`src/rtl/inst_fetch_queue.sv`:
```
// Instruction fetch stage: owns the PC, drives IMem every cycle and queues
// each returned instruction with its PC for the core to drain via valid/ready.
// A redirect from the core flushes the queue and reloads the PC.
module inst_fetch_queue #(
  parameter int unsigned           DATA_WIDTH = 64,
  parameter int unsigned           DEPTH      = 4,
  parameter logic [DATA_WIDTH-1:0] RESET_PC   = '0
) (
  input  logic                    in_Clk,
  input  logic                    in_Rst_N,
  output logic [DATA_WIDTH-1:0]   out_inst_addr,
  input  logic [31:0]             in_inst,
  input  logic                    in_redirect,
  input  logic [DATA_WIDTH-1:0]   in_redirect_addr,
  output logic                    out_valid,
  input  logic                    in_ready,
  output logic [31:0]             out_inst,
  output logic [DATA_WIDTH-1:0]   out_pc,
  output logic [$clog2(DEPTH):0]  out_count
);

  localparam int unsigned PTR_W = $clog2(DEPTH);
  localparam int unsigned CNT_W = PTR_W + 1;

  logic [DATA_WIDTH-1:0] pc_q;
  logic [PTR_W-1:0]      head_q;
  logic [PTR_W-1:0]      tail_q;
  logic [CNT_W-1:0]      count_q;

  logic [DATA_WIDTH-1:0] pc_mem   [DEPTH];
  logic [31:0]           inst_mem [DEPTH];

  logic pop;
  logic fetch;

  // Handshake and enqueue qualifiers; redirect suppresses any enqueue
  always_comb begin
    pop   = out_valid & in_ready;
    fetch = ~in_redirect & ((count_q < CNT_W'(DEPTH)) | pop);
  end

  // PC, pointers and occupancy; redirect wins over fetch and pop
  always_ff @(posedge in_Clk or negedge in_Rst_N) begin
    if (!in_Rst_N) begin
      pc_q    <= RESET_PC;
      head_q  <= '0;
      tail_q  <= '0;
      count_q <= '0;
    end else if (in_redirect) begin
      pc_q    <= in_redirect_addr & ~DATA_WIDTH'(3);
      head_q  <= '0;
      tail_q  <= '0;
      count_q <= '0;
    end else begin
      if (fetch) begin
        pc_q   <= pc_q + DATA_WIDTH'(4);
        tail_q <= tail_q + PTR_W'(1);
      end
      if (pop) begin
        head_q <= head_q + PTR_W'(1);
      end
      count_q <= count_q + CNT_W'(fetch) - CNT_W'(pop);
    end
  end

  // Queue storage; contents need no reset since count gates visibility
  always_ff @(posedge in_Clk) begin
    if (fetch) begin
      pc_mem[tail_q]   <= pc_q;
      inst_mem[tail_q] <= in_inst;
    end
  end

  // Head entry and status presented straight from state
  always_comb begin
    out_inst_addr = pc_q;
    out_valid     = (count_q != '0);
    out_inst      = inst_mem[head_q];
    out_pc        = pc_mem[head_q];
    out_count     = count_q;
  end

endmodule

```
`config.mk`:
```
export PLATFORM = sky130hd
export DESIGN_NAME = inst_fetch_queue
export DESIGN_NICKNAME = d
export VERILOG_FILES = /design/src/rtl/inst_fetch_queue.sv
export SDC_FILE = /design/constraint.sdc
export NUM_CORES = 1
export LEC_CHECK = 0
export ABC_AREA = 1
export ABC_CLOCK_PERIOD_IN_PS = 9020
export CAP_MARGIN = 5
export CORE_MARGIN = 4
export CORE_UTILIZATION = 66
export CTS_BUF_LIST = sky130_fd_sc_hd__clkbuf_16
export DETAILED_ROUTE_END_ITERATION = 10
export DONT_BUFFER_PORTS = 1
export PLACE_DENSITY = 0.82
export SLEW_MARGIN = 10
export SYNTH_ARGS = -nofsm -noshare
export SYNTH_HDL_FRONTEND = slang
export SYNTH_SLANG_ARGS = --single-unit
```
`constraint.sdc`:
```
create_clock -name in_Clk -period 9.02 [get_ports in_Clk]
set_input_delay 1.804 -clock in_Clk [delete_from_list [all_inputs] [get_ports in_Clk]]
set_output_delay 1.804 -clock in_Clk [all_outputs]
set_load 0.03 [all_outputs]
```
==> results of run 1 <==
==> logic make-up after synthesis <==
| group | synth area share [%] |
|---|---|
| and+or+nand+nor | 15.1 |
| DFF | 69.1 |
| AOI/OAI and AO/OA | 10.8 |
| buffers and inverters | 3.07 |
| xor gates and xnor gates | 1.35 |
| adders and majority gates | 0.571 |
| other | 0.0199 |
==> path summary, 6_finish.rpt <==
check,startpoint,to,cells past startpoint
min in group asynchronous,in_Rst_N,out_inst_addr[25],0
worst max-delay path,head_q[0],out_pc[12],4
max in group asynchronous,in_Rst_N,out_inst_addr[19],0
worst min-delay path,tail_q[0],tail_q[0],1
worst max register to register,out_count[2],inst_mem[1][12],7
worst min register to register,tail_q[0],tail_q[0],1
==> power by group through the flow <==
stage | registers [mW] | clock network [mW] | logic, mW
2_1_floorplan | 2.90 | 0 | 1.13
3_3_place_gp | 2.96 | 0 | 1.36
3_5_place_dp | 2.98 | 0 | 1.39
4_1_cts | 2.93 | 1.71 | 1.40
5_1_grt | 2.97 | 1.80 | 1.50
6_report | 2.94 | 1.69 | 1.39
==> worst reg2reg max path, delay by kind of cell, from the launching register on <==
kind	cells	cell delay, ns
flops	1	0.53
simple gates	3	0.38
buf+inv	4	1.30
==> metal layers <==
| layer | wire (um) | track usage [%] |
|---|---|---|
| met3 | 4860 | 7.20 |
| met4 | 2380 | 13.4 |
| met1 | 17400 | 38.3 |
| met2 | 21400 | 45.3 |
| met5 | 0 | 0 |
==> cell type report <==
| class | instances | area share, % |
|---|---|---|
| clock buffers | 43 | 5.25 |
| repair buffers | 17 | 0.622 |
| clock inverters | 36 | 1.30 |
| well taps | 378 | 2.31 |
| flip-flops and latches | 445 | 63.5 |
| multi-input cells | 1091 | 25.8 |
| diodes | 8 | 0.0976 |
| inverters | 59 | 1.11 |
==> flip-flops by register name, indices dropped and copies added (netlist names) <==
| signal | flops |
|---|---|
| head_q | 2 |
| inst_mem | 128 |
| out_count | 3 |
| out_inst_addr | 62 |
| pc_mem | 248 |
| tail_q | 2 |
==> placed cells by master (no fill, tap or decap), types with 3 or more instances in the layout <==
cell / count
nor2_2: 10
clkinvlp_4: 3
edfxtp_1: 376
o22ai_1: 95
a21oi_1: 7
diode_2: 8
inv_2: 8
xor2_1: 7
nand4_1: 13
conb_1: 4
dfrtp_1: 67
buf_4: 17
o21bai_1: 4
bufinv_16: 3
nand2_1: 269
clkinv_2: 12
nor3_1: 5
o211ai_1: 3
nor2_4: 12
nand3_1: 60
nand3_2: 3
nor2_1: 305
xnor2_1: 22
nand2_2: 6
clkbuf_16: 43
inv_1: 55
nand3b_1: 4
a22oi_1: 36
clkinv_1: 10
ha_1: 7
o21ai_0: 209
==> flow_summary.ini, run 1 <==
[floorplan]
rows = 61
dieArea_um2 = 31300
die_h_um = 177
fp.dieW_um = 177
initial_core_util_pct = 67.3
io_pins = 264
core_area_um2 = 28000

[power_and_ir_drop]
pwr-share-seq_pct = 48.8
finalPower_mw = 6.02
power_density_nw_per_um2 = 294
p_int_mw = 3.81
swShare_pct = 36.8
p_leak_nw = 7.10
pwr-share-comb_pct = 23.1
ir_worst_vdd_uv = 268
clkPwrFrac_pct = 28.1
switchingPower_mw = 2.22

[yosys]
synth_area_um2 = 18800
synth_most_common_cell = edfxtp_1
synth-seq-area-share_pct = 69.1
netlist.area_leader.share_pct = 59.9
synth_area_leaders = edfxtp_1, dfrtp_1, nor2_1, o21ai_0, nand2_1
synth-seq-cells = 445
synth_cell_types = 38
synth_edf_count = 376
ys_dominant_reg_cell = edfxtp_1
yosys.area.top_type = edfxtp_1
syn-instance-count = 1677
async_reset_ff_share_pct = 15.5
synth_common_cells = edfxtp_1, nor2_1, nand2_1
syn_avg_cell_area_um2 = 11.2
yosysWarnings = 0

[clock_tree]
clockRootBuffer = clkbuf_16
cts.clk_slew.worst_paths_ns = 0.06
clock_sinks = 445
cts_resized = 0
worstSkewPairLatency_ns = 0.54
numCtsBuffers = 43
cts_tree = done
cts_setup_buffers = 0
cts_hold_buffers = 0
cts_htree_levels = 2
cts_buffer_depth = 3

[worst_setup_path]
crit_chain = inv_6, buf_4, o21ai_0, o22ai_1
crit_fanout = 103
path_buf_inv = 2
crit_required_ns = 7.22
end_kind = primary output
startpoint_type = flop
critPathKind = reg2out
cpLargestDelayFamily = buffers and inverters
arrival_ns = 3.50
ff2ff_setup_slack_ns = 6.32
critPathMaxStageDelay_ns = 0.76
cp_slowest_cell = buf_4

[grt]
grt_start_max_net_pins = 105
grt_pass1_wl_mm = 69.2
antenna_found_initial = 6
grt_overflow = 0
grt_usage_pct = 28.8
grt_pass1_vias = 12169

[timing]
finalCriticalPeriod_ns = 5.31
final-hold-violation-count = 0
slew_headroom_pct = 28.5
rsz0062_at_grt = false
worstMarginPinSlew_ns = 1.07
fin_ws_ns = 3.71
period_share_pct = 58.8
finClkSkew_ns = 0.0165
fmax_ghz = 0.188
hold_ws_ns = 0.590
finalSetupTns_ns = 0
slew_violations = 0
finalSetupViolations = 0

[placed_design]
finalWeightedCongestion = 0.973
dpl_cell_area_um2 = 19100
dpl_worst_slack_ns = 4.30
place_inst = 1990
hpwlAfterDp_mm = 28.9
portBuffers = 0

[final_layout]
num-fill-cells = 1833
multi_input_area_um2 = 5300
nets = 1765
drive_above_1_share_pct = 7.57
stdcell_count = 2077
post-route-util_pct = 73.2
design_area_um2 = 20500
seqCellArea_um2 = 13000
area_growth_pct = 8.82

[routing]
detail-route-antenna-nets = 0
drt-total-wl_mm = 46.0
via_per_inst = 6.21
routedWlPerCell_um = 22.2
vias = 12901
drtIter0Drc = 1381
dr.pass1.iters = 6
drc = 0

[worst_hold_path]
hold_class = reg2reg

[job]
drv_cap = 0

[status]
outcome = completed
Note: power is estimated with default switching activity, not from simulation.
==> run 2, diff against run 1 <==
--- a/config.mk
+++ b/config.mk
@@ -6,14 +6,14 @@
 export NUM_CORES = 1
 export LEC_CHECK = 0
 export ABC_AREA = 1
-export ABC_CLOCK_PERIOD_IN_PS = 9020
+export ABC_CLOCK_PERIOD_IN_PS = 5450
 export CAP_MARGIN = 5
 export CORE_MARGIN = 4
-export CORE_UTILIZATION = 66
+export CORE_UTILIZATION = 63
 export CTS_BUF_LIST = sky130_fd_sc_hd__clkbuf_16
 export DETAILED_ROUTE_END_ITERATION = 10
 export DONT_BUFFER_PORTS = 1
-export PLACE_DENSITY = 0.82
+export PLACE_DENSITY = 0.79
 export SLEW_MARGIN = 10
 export SYNTH_ARGS = -nofsm -noshare
 export SYNTH_HDL_FRONTEND = slang
==> constraint.sdc (replaced) <==
create_clock -name in_Clk -period 5.45 [get_ports in_Clk]
set_input_delay 1.09 -clock in_Clk [delete_from_list [all_inputs] [get_ports in_Clk]]
set_output_delay 1.09 -clock in_Clk [all_outputs]
set_load 0.03 [all_outputs]
==> flow_summary.ini, run 2 (synthesis gave the netlist of run 1 again) <==
[status]
outcome = completed

[final_layout]
largest-register = pc_mem
drive_above_1_share_pct = 7.51
num-fill-cells = 2096
layout_common_cells = edfxtp_1, nor2_1, nand2_1
nets = 1767
multi_input_area_um2 = 5300
seqCellArea_um2 = 13000
largest_reg_flops = 248
final_common_cell = edfxtp_1
area_growth_pct = 9.29

[timing]
hold_ws_ns = 0.249
finalSetupViolations = 0
finalCriticalPeriod_ns = 4.39
slew_violations = 0
worstMarginPinSlew_ns = 0.894
fmax_ghz = 0.228
finClkSkew_ns = 0.0158
final-hold-violation-count = 0
finalSetupTns_ns = 0
rsz0062_at_grt = false
period_share_pct = 80.5
slew_headroom_pct = 40.4

[floorplan]
io_pins = 264
core_area_um2 = 29600
die_h_um = 181
rows = 63
dieArea_um2 = 32800
initial_core_util_pct = 63.8
fp.dieW_um = 181

[routing]
detail-route-antenna-nets = 0
vias = 12761
drtIter0Drc = 1113
drc = 0
drt-total-wl_mm = 46.2
via_per_inst = 6.11
routedWlPerCell_um = 22.1
dr.pass1.iters = 5

[worst_setup_path]
crit_fanout = 105
startpoint_type = flop
critPathKind = reg2out
arrival_ns = 3.30
worstSetupStartpoint = head_q[0]
r2r-start = out_inst_addr[3]
end_kind = primary output
crit_required_ns = 4.36

[grt]
grt_start_max_net_pins = 106
grt_usage_pct = 27.8
antenna_found_initial = 7
grt_overflow = 0
grt_pass1_vias = 12434
grt_pass1_wl_mm = 71.2

[placed_design]
hpwlAfterDp_mm = 29.2
portBuffers = 0
finalWeightedCongestion = 0.930

[clock_tree]
cts_hold_buffers = 0
clockRootBuffer = clkbuf_16
clock_sinks = 445
cts_setup_buffers = 0
cts_htree_levels = 2
worstSkewPairLatency_ns = 0.53
numCtsBuffers = 43
cts_tree = done
cts.clk_slew.worst_paths_ns = 0.06
cts_buffer_depth = 3
cts_resized = 0

[job]
drv_cap = 0

[power_and_ir_drop]
p_leak_nw = 7.15
ir_worst_vdd_uv = 330
finalPower_mw = 10.0
power_density_nw_per_um2 = 485

[worst_hold_path]
hold_class = in2async
## run 2: cell count changes in the layout (fill, tap and decap cells not counted), moves of 3 or more
| cell | before | now |
|---|---|---|
| clkinvlp_4 | 3 | 0 |
| inv_1 | 55 | 61 |
| diode_2 | 8 | 5 |
| clkinv_1 | 10 | 6 |
| buf_12 | 0 | 4 |
## run 2: critical path, cell delays in order (launching register included)
cell,delay (ns)
dfrtp_4,0.73
inv_6,0.71
buf_4,0.41
o21ai_0,0.14
o22ai_1,0.63
## run 2: path summary, 6_finish.rpt
kind                                           to  cells after the start  slack [ns]
max in group asynchronous        out_inst_addr[3]                      0        5.08
min in group in_Clk                     tail_q[0]                      1        0.58
worst min register to register          tail_q[0]                      1        0.58
worst max register to register  out_inst_addr[40]                      9        2.89
worst max-delay path                   out_pc[10]                      4        1.06
worst min-delay path            out_inst_addr[62]                      0        0.25
## run 2: stage by stage
stage | cells | util, % | area [um^2] | setup WS, ns
floorplan | 1680 | - | 18900 | -0.697
global placement | 2004 | 65.1 | 19200 | 1.69
detailed placement | 2004 | 65.1 | 19200 | 1.63
CTS | 2082 | 69.7 | 20600 | 1.06
global route | 2087 | 69.7 | 20600 | 0.915
finish | 2087 | 69.7 | 20600 | 1.06
## run 2: power by group
part           total [mW]  internal (mW)  switching [mW]
Combinational        2.27          0.450            1.82
Sequential           4.90           4.28           0.628
Clock                2.83           1.63            1.19
## run 2: cell type report
cell class | instances | share of cell area [%]
clock inverters | 35 | 1.37
diodes | 5 | 0.0607
multi-input cells | 1091 | 25.7
inverters | 59 | 1.11
clock buffers | 43 | 5.22
repair buffers | 19 | 0.935
well taps | 390 | 2.37
flip-flops and latches | 445 | 63.2
## run 2: per-layer routing
metal	share of wire, %	vias up	global-route usage, %
met2	48	555	45.1
met1	38	6167	36.6
met5	0.041	-	0
met4	4.5	4	11.7
li1	-	5913	-
met3	9.4	122	6.60
